**config.mk**
```make
export PLATFORM = sky130hd
export DESIGN_NAME = cache_stats_mmio
export DESIGN_NICKNAME = d
export VERILOG_FILES = /design/src/rtl/cache_stats_pkg.sv /design/src/rtl/stats_snapshot_bank.sv /design/src/rtl/cache_stats_mmio.sv
export SDC_FILE = /design/constraint.sdc
export NUM_CORES = 1
export LEC_CHECK = 0
export ABC_AREA = 1
export ABC_CLOCK_PERIOD_IN_PS = 11610
export CORE_MARGIN = 2
export CORE_UTILIZATION = 63
export DETAILED_ROUTE_END_ITERATION = 7
export PLACE_DENSITY_LB_ADDON = 0.25
export SLEW_MARGIN = 30
export SYNTH_ARGS = -nofsm -noshare
export SYNTH_HDL_FRONTEND = slang
export SYNTH_SLANG_ARGS = --single-unit
```
**constraint.sdc**
```tcl
create_clock -name clk -period 11.61 [get_ports clk]
set_clock_uncertainty 0.15 [all_clocks]
set_input_delay 1.161 -clock clk [delete_from_list [all_inputs] [get_ports clk]]
set_output_delay 1.161 -clock clk [all_outputs]
set_load 0.005 [all_outputs]
```
**src/rtl/cache_stats_pkg.sv**
```systemverilog
// ---------------------------------------------------------------------------
// cache_stats_pkg
//
// Shared definitions for the cache statistics MMIO readout slice:
//   - default window base address
//   - register offsets inside the 256-byte window
//   - CTRL register bit positions
//   - readout FSM state type
//   - small decode helpers used by the top level
// ---------------------------------------------------------------------------
package cache_stats_pkg;

    // Default window base; the low byte is the in-window offset and must be 0.
    localparam logic [31:0] STAT_BASE_ADDR = 32'hFFFF_FF00;

    // Number of counters mirrored by the snapshot bank.
    localparam int NUM_STATS = 6;

    // Register offsets inside the window.
    localparam logic [7:0] STAT_OFF_INSTR_ACCESS = 8'h00;
    localparam logic [7:0] STAT_OFF_DATA_ACCESS  = 8'h04;
    localparam logic [7:0] STAT_OFF_L1_ACCESS    = 8'h08;
    localparam logic [7:0] STAT_OFF_INSTR_CYCLES = 8'h0C;
    localparam logic [7:0] STAT_OFF_DATA_CYCLES  = 8'h10;
    localparam logic [7:0] STAT_OFF_L1_CYCLES    = 8'h14;
    localparam logic [7:0] STAT_OFF_CTRL         = 8'h18;
    localparam logic [7:0] STAT_OFF_SEQ          = 8'h1C;

    // CTRL register bit positions.
    localparam int CTRL_SNAP_BIT = 0;
    localparam int CTRL_CLR_BIT  = 1;

    // Readout FSM: a request is taken in IDLE and answered from RESP.
    typedef enum logic {
        IDLE = 1'b0,
        RESP = 1'b1
    } mmio_state_t;

    // True when the offset is word aligned.
    function automatic logic is_word_aligned(input logic [7:0] off);
        return (off[1:0] == 2'b00);
    endfunction

    // True when the offset addresses one of the six snapshot registers.
    function automatic logic is_snapshot_offset(input logic [7:0] off);
        return is_word_aligned(off) && (off <= STAT_OFF_L1_CYCLES);
    endfunction

    // Snapshot index for an in-range snapshot offset (offset / 4).
    function automatic logic [2:0] snapshot_index(input logic [7:0] off);
        return off[4:2];
    endfunction

endpackage

```
**src/rtl/stats_snapshot_bank.sv**
```systemverilog
// ---------------------------------------------------------------------------
// stats_snapshot_bank
//
// Holds one baseline and one snapshot register per live counter, plus the
// subtractors that turn live values into baseline-relative deltas.
//
// Ports:
//   clk, rst_n          clock, synchronous active-low reset
//   snap                load every snapshot with (live - baseline)
//   clr                 load every baseline with live, zero every snapshot;
//                       takes priority over snap
//   live_*              six live 32-bit counters
//   rd_idx              snapshot select (0..5); other values read as 0
//   rd_data             selected snapshot, combinational
// ---------------------------------------------------------------------------
module stats_snapshot_bank
    import cache_stats_pkg::*;
(
    input  logic        clk,
    input  logic        rst_n,
    input  logic        snap,
    input  logic        clr,
    input  logic [31:0] live_instr_access,
    input  logic [31:0] live_data_access,
    input  logic [31:0] live_l1_access,
    input  logic [31:0] live_instr_cycles,
    input  logic [31:0] live_data_cycles,
    input  logic [31:0] live_l1_cycles,
    input  logic [2:0]  rd_idx,
    output logic [31:0] rd_data
);

    logic [31:0] live     [NUM_STATS];
    logic [31:0] baseline [NUM_STATS];
    logic [31:0] snapshot [NUM_STATS];
    logic [31:0] delta    [NUM_STATS];

    // Gather the live counters in register-map order so the loops below
    // line up index-for-index with the snapshot offsets.
    assign live[0] = live_instr_access;
    assign live[1] = live_data_access;
    assign live[2] = live_l1_access;
    assign live[3] = live_instr_cycles;
    assign live[4] = live_data_cycles;
    assign live[5] = live_l1_cycles;

    // Modulo-2^32 difference; a live value below its baseline simply wraps,
    // which is the right answer for a free-running counter that overflowed.
    always_comb begin
        for (int i = 0; i < NUM_STATS; i++) begin
            delta[i] = live[i] - baseline[i];
        end
    end

    // Baselines and snapshots all update on the same edge so software always
    // sees a mutually consistent set of six values.
    always_ff @(posedge clk) begin
        if (!rst_n) begin
            for (int i = 0; i < NUM_STATS; i++) begin
                baseline[i] <= '0;
                snapshot[i] <= '0;
            end
        end else if (clr) begin
            for (int i = 0; i < NUM_STATS; i++) begin
                baseline[i] <= live[i];
                snapshot[i] <= '0;
            end
        end else if (snap) begin
            for (int i = 0; i < NUM_STATS; i++) begin
                snapshot[i] <= delta[i];
            end
        end
    end

    // Read-out mux; indices 6 and 7 have no register behind them.
    always_comb begin
        rd_data = '0;
        if (rd_idx < 3'(NUM_STATS)) begin
            rd_data = snapshot[rd_idx];
        end
    end

endmodule

```
**src/rtl/cache_stats_mmio.sv**
```systemverilog
// ---------------------------------------------------------------------------
// cache_stats_mmio
//
// Memory-mapped readout of the six cache_stats counters through a 256-byte
// window on the CPU data port. Software writes CTRL to snapshot (bit0) or
// rebase/clear (bit1) the counters and reads the frozen values back.
//
// Parameters:
//   BASE_ADDR           window base, low byte must be zero
//
// Ports:
//   clk, rst_n          clock, synchronous active-low reset
//   num_*/ *_cycles     live counters from cache_stats
//   mem_address         CPU data address
//   mem_read/mem_write  request strobes, held until mem_resp
//   mem_wdata           store data
//   mem_byte_enable     store byte mask (only lane 0 matters for CTRL)
//   mmio_sel            combinational window hit, used by the upstream mux
//   mem_rdata           registered load data, held until the next request
//   mem_resp            one-cycle completion pulse
//
// Map: 0x00-0x14 snapshots, 0x18 CTRL (write-only), 0x1C SEQ (read-only).
// ---------------------------------------------------------------------------
module cache_stats_mmio
    import cache_stats_pkg::*;
#(
    parameter logic [31:0] BASE_ADDR = STAT_BASE_ADDR
) (
    input  logic        clk,
    input  logic        rst_n,
    input  logic [31:0] num_instr_access,
    input  logic [31:0] num_data_access,
    input  logic [31:0] num_l1_access,
    input  logic [31:0] instr_cycles,
    input  logic [31:0] data_cycles,
    input  logic [31:0] l1_cycles,
    input  logic [31:0] mem_address,
    input  logic        mem_read,
    input  logic        mem_write,
    input  logic [31:0] mem_wdata,
    input  logic [3:0]  mem_byte_enable,
    output logic        mmio_sel,
    output logic [31:0] mem_rdata,
    output logic        mem_resp
);

    mmio_state_t state;
    mmio_state_t state_next;

    logic [7:0]  offset;
    logic        request;
    logic        accept;
    logic        ctrl_write;
    logic        snap_strobe;
    logic        clr_strobe;
    logic [31:0] seq_count;
    logic [31:0] bank_rd_data;
    logic [31:0] read_value;
    logic        unused_bits;

    // Bits that have no meaning in this block: only byte lane 0 gates CTRL
    // and only the two low data bits are command bits.
    assign unused_bits = ^{mem_byte_enable[3:1], mem_wdata[31:2]};

    assign mmio_sel = (mem_address[31:8] == BASE_ADDR[31:8]);
    assign offset   = mem_address[7:0];
    assign request  = mmio_sel & (mem_read | mem_write);
    assign accept   = (state == IDLE) & request;

    // A CTRL store only counts when it is accepted, aligned and carries lane 0.
    // mem_write wins over mem_read when both are asserted.
    assign ctrl_write = accept & mem_write & is_word_aligned(offset)
                      & (offset == STAT_OFF_CTRL) & mem_byte_enable[0];

    // CLR already zeroes the snapshots, so a simultaneous SNAP is dropped
    // and the sequence counter only steps once.
    assign clr_strobe  = ctrl_write & mem_wdata[CTRL_CLR_BIT];
    assign snap_strobe = ctrl_write & mem_wdata[CTRL_SNAP_BIT] & ~mem_wdata[CTRL_CLR_BIT];

    stats_snapshot_bank u_bank (
        .clk               (clk),
        .rst_n             (rst_n),
        .snap              (snap_strobe),
        .clr               (clr_strobe),
        .live_instr_access (num_instr_access),
        .live_data_access  (num_data_access),
        .live_l1_access    (num_l1_access),
        .live_instr_cycles (instr_cycles),
        .live_data_cycles  (data_cycles),
        .live_l1_cycles    (l1_cycles),
        .rd_idx            (snapshot_index(offset)),
        .rd_data           (bank_rd_data)
    );

    // SEQ counts every command that actually changed the snapshots and
    // wraps naturally at 2^32.
    always_ff @(posedge clk) begin
        if (!rst_n) begin
            seq_count <= '0;
        end else if (snap_strobe | clr_strobe) begin
            seq_count <= seq_count + 32'd1;
        end
    end

    // Load-data decode; CTRL, unmapped and misaligned offsets read as zero.
    always_comb begin
        read_value = '0;
        if (is_snapshot_offset(offset)) begin
            read_value = bank_rd_data;
        end else if (offset == STAT_OFF_SEQ) begin
            read_value = seq_count;
        end
    end

    // Load data is captured on the accepting edge and then held, so it stays
    // stable while the requester samples it alongside mem_resp.
    always_ff @(posedge clk) begin
        if (!rst_n) begin
            mem_rdata <= '0;
        end else if (accept) begin
            mem_rdata <= mem_write ? 32'd0 : read_value;
        end
    end

    // FSM state register.
    always_ff @(posedge clk) begin
        if (!rst_n) begin
            state <= IDLE;
        end else begin
            state <= state_next;
        end
    end

    // FSM next state and response. RESP always lasts exactly one cycle and
    // never accepts, which paces back-to-back requests at one per two cycles.
    always_comb begin
        state_next = state;
        mem_resp   = 1'b0;
        case (state)
            IDLE: begin
                if (request) begin
                    state_next = RESP;
                end
            end
            RESP: begin
                mem_resp   = 1'b1;
                state_next = IDLE;
            end
            default: begin
                state_next = IDLE;
            end
        endcase
    end

endmodule

```
Yosys cells after proc, flatten, opt, wreduce, memory -nomap -nowiden
Memory sizes are Yosys's and may differ from the RTL's.
Cells that the tools add are included.
W data, S select, Z words.

storage, ports and cells
  register bits after elaboration = 65
  bits in latches = 0
  RAM bits = 384
  memory bits (read-only) = 0
  output and inout port bits = 34
  memories kept = 2

operators by class
  add/subtract/negate cells = 7
  multiply operators = 0
  div/mod/pow operators = 0
  order comparisons = 2
  equality and inequality tests = 3
  shift-type cells = 0
  multiplexer cells = 33
  bitwise logic cells = 31
  reductions and logical operators = 2

memory list
  memory           words  bits a word  read ports  clocked after memory_dff  wr ports  line                       RTL
  u_bank.baseline  6      32           6           0                         6         stats_snapshot_bank.sv:34  logic [31:0] baseline [NUM_STATS];
  u_bank.snapshot  6      32           1           0                         6         stats_snapshot_bank.sv:35  logic [31:0] snapshot [NUM_STATS];

operators by type and width
  operator                 count
  $mux W32                 22
  $sub A32 B32 Y32         6
  $add A32 B1 Y32 const B  1
  $eq A24 B24 Y1 const B   1
  $or A1 B1 Y1             20
  $eq A8 B5 Y1 const B     2
  $mux W1                  10
  $and A1 B1 Y1            9
  $le A8 B5 Y1 const B     1
  $lt A3 B3 Y1 const B     1
  $logic_not A2 Y1         1
  $not A1 Y1               2
  $pmux W1 S2              1
  $logic_and A1 B1 Y1      1

Longest topological paths before layout
  word-level depth = 14
  mapped depth = 15
  depth with buffers taken out = 15

Modules after synthesis
A second synthesis with hierarchy kept.

unflattened totals
  cell total of the unflattened synthesis = 5,087
  area total of the unflattened synthesis = 34,434.3 sq um

by module, submodules not included
  module               times used  cells an instance  area an instance (sq um)
  stats_snapshot_bank  1           4,500              30,675.7
  cache_stats_mmio     1           587                3,758.6

Worst setup path before layout
No wires, ideal clock.

  path kind = input port to flip-flop
  from = input mem_address[4]
  to = memory u_bank.snapshot[0][0], enable pin
  setup time = 1.726 ns
  arrival = 5.361 ns
  path slack = 4.373 ns
  cell stages on the path = 9
  cell sequence = buf_2 inv_2 nor2_2 nand3_1 nor2_1 nand4_1 inv_2 nand2_1 nand3_1

RTL lines
  element          line                       RTL
  start, declared  cache_stats_mmio.sv:37     input logic [31:0] mem_address,
  end, declared    stats_snapshot_bank.sv:35

==> impl_results.md <==
- Status: finished clean
- Tightest Pin Transition: 1.08 ns
- Initial Util: 63.7%
- Routed len/inst: 18.1 µm
- Final period utilization: 44.9%
- Total die area: 50000 µm²
- Reg2Reg Setup Slack: 8.38 ns
- Final nets: 4726
- CORE AREA: 47600 µm²
- Worst R2R Path Depth: 7
- Overflow after GRT: 0
- Sequential cell area fraction in the yosys report: 42.3%
- Largest net degree at the start of global routing: 87
- Leading cell types in the layout, fill and taps excluded: nand2_1 (763), nor2_1 (740), inv_1 (687)
- CP max FO: 67
- Vias in the first global route: 25900
- Initial antenna violation count: 1
- DR vias/cell: 5.73
- Final-report setup violation count: 0
- CP arrival: 5.53 ns
- DRT antenna net count: 0
- First-pass GRT wire length: 139000 µm
- FP Rows: 80
- Vias: 28200
- Post-cts sizing count: 0
- Final Core Density: 74.3%
- TritonCTS clock tree: built
- Slew margin rel.: 27.4%
- Synthesized area: 30400 µm²
- Final Wtd Congestion: 0.993
- RSZ-0062 raised after global routing: false
- Hold_ws: 0.315 ns
- Max clock buf depth: 3
- R2r endpoint: u_bank.baseline[2][10]$_SDFFCE_PN0P_
- Fill count: 3767
- Reg clk slew, reported paths: 0.06 ns
- Synth Area per Inst: 7.53 µm²
- Final min period: 5.21 ns
- Hold Path Class: register to register
- Fmax: 192 MHz
- LEAKAGE: 15.9 nW
- Placed wire-length estimate: 67300 µm
- PD cells: 124 nW/µm²
- Crit start category: input pin
- Port Buffer Count: 264
- Most common cell after layout, fill and taps aside: nand2_1
- Hold buffers post-CTS: 0
- Initial DRC Count: 3267
- Syn Nets: 4487
- TNS Setup: 0 ns
- Crit end category: register
- Fin. max-slew vios: 0
- Worst EP required: 11.93 ns
- CTS buffer count: 50
- Mapped Cells: 4030
- Post-synthesis register bit count: 449
- Clock sink total: 449
- Total Routing Usage GR: 35.4%
- Setup bufs post-CTS: 0
- I/O pins: 298
- H-Tree Depth: 2
- Max-cap viol count: 0
- Number of synthesis warnings: 0
- Final hold violations: 0
- Max VDD drop: 0.000133 V
- Drt drc: 0
- Reg2Reg Launch Point: state$_SDFF_PP0_
- Worst-skew pair later-pin latency: 0.60 ns
- P&R area growth vs syn: 16.6%
- Die Ht: 223 µm
- CP Class: input pin to register
- WHS Path Cells: 2
- Fraction of layout cells with a size suffix above 1: 3.16%
- Synth unique cells: 41
- Hold EP: mem_rdata[29]$_SDFFE_PN0N_
- Drt first pass iters: 7
- Routed wire length: 88900 µm
- Die width: 223 µm
- Clk root buf: clkbuf_16
- Hold path startpoint: mem_rdata[29]$_SDFFE_PN0N_
[layer usage]
metal,up-vias,wire (µm),global-route usage [%]
li1,13800,-,-
met1,12900,38200,50.6
met2,1355,38900,55.1
met3,181,8820,6.27
met4,0,2960,11.0
met5,-,0,0
[metrics by stage]
step | std cells | total power [W] | worst slack, ns | area (µm²)
after floorplan | 4030 | 0.00238 | 4.37 | 30400
after global placement | 4832 | 0.00264 | 5.73 | 33600
after detailed placement | 4832 | 0.00265 | 5.92 | 33600
after CTS | 4925 | 0.00438 | 6.56 | 35400
after global routing | 4926 | 0.00455 | 6.12 | 35400
final | 4926 | 0.00439 | 6.40 | 35400
[sequential cells by signal, summed over array words and instances (netlist names)]
| signal | count |
|---|---|
| u_bank.snapshot | 192 |
| state | 1 |
| u_bank.baseline | 192 |
| mem_rdata | 32 |
| seq_count | 32 |
[final cells by class]
type                    instances  area (µm²)  share of cell area, %
flip-flops and latches        449       12800                   36.3
diodes                          1        2.50                0.00707
well taps                     615         769                   2.18
inverters                     692        2600                   7.34
repair buffers                284        2780                   7.86
clock inverters                29         375                   1.06
multi-input cells            2792       14600                   41.3
clock buffers                  64        1420                   4.02
[how the worst max path moves through the flow]
| stage | from | endpoint | depth (start not counted) |
|---|---|---|---|
| 2_1_floorplan | mem_address[4] | u_bank.snapshot[0][0]$_SDFFCE_PN0P_ | 9 |
| 5_1_grt | mem_address[2] | u_bank.snapshot[3][12]$_SDFFCE_PN0P_ | 16 |
| 4_1_cts | mem_address[2] | u_bank.snapshot[2][3]$_SDFFCE_PN0P_ | 13 |
| 3_5_place_dp | mem_address[2] | u_bank.snapshot[3][13]$_SDFFCE_PN0P_ | 13 |
| 3_3_place_gp | mem_address[2] | u_bank.snapshot[3][13]$_SDFFCE_PN0P_ | 13 |
| 6_report | mem_address[2] | u_bank.snapshot[2][12]$_SDFFCE_PN0P_ | 16 |
[synth_stat cells (all sizes together)]
cell type	count	area, µm²
nand2	764	2870
nor2	745	2800
inv	692	2600
edfxtp	384	11500
a21oi	310	1560
o21ai	199	996
ha	187	2340
nand3	110	551
clkbuf	82	308
a31oi	71	444
dfxtp	65	1300
nor3	55	280
xor2	42	368
a21o	38	285
a22oi	38	285
o211ai	36	270
nor4	25	156
nand4	21	131
o41ai	19	166
or2	19	119
o21a	16	120
buf	15	80.1
o21bai	15	113
o31ai	13	97.6
a211oi	12	90.1
a21boi	12	90.1
nand3b	11	82.6
nor3b	8	60.1
and2	6	37.5
and3	6	37.5
fa	6	120
xnor2	6	52.6
a32oi	1	8.76
o2111ai	1	8.76
[report_power, final]
| group | switching (W) | internal [W] | total (W) |
|---|---|---|---|
| clock | 0.000682 | 0.00107 | 0.00175 |
| sequential | 0.0000213 | 0.00180 | 0.00182 |
| combinational | 0.000531 | 0.000291 | 0.000822 |
[cell families (layout without fill, tap and decap cells)]
kind of cell / after synthesis / in the layout / share of synthesized area, %
buffers and inverters: 789 / 1069 / 9.84
adders and majority gates: 193 / 193 / 8.10
and+or+nand+nor: 1770 / 1770 / 23.5
other: 0 / 1 / 0
AOI/OAI and AO/OA: 781 / 781 / 14.9
DFF: 449 / 449 / 42.3
xor gates and xnor gates: 48 / 48 / 1.39
[critical path, cell delays in order]
cell	delay, ns
buf_2	0.10
buf_4	0.31
inv_2	0.55
nand2_1	0.16
inv_2	0.49
nand2_1	0.11
nor2_1	0.19
nand4_1	0.17
inv_2	0.11
nand2_1	0.16
nor3_4	0.16
buf_4	0.54
inv_2	0.31
buf_4	0.43
a21oi_1	0.27
o21a_1	0.16
Note: power is estimated with default switching activity, not from simulation.
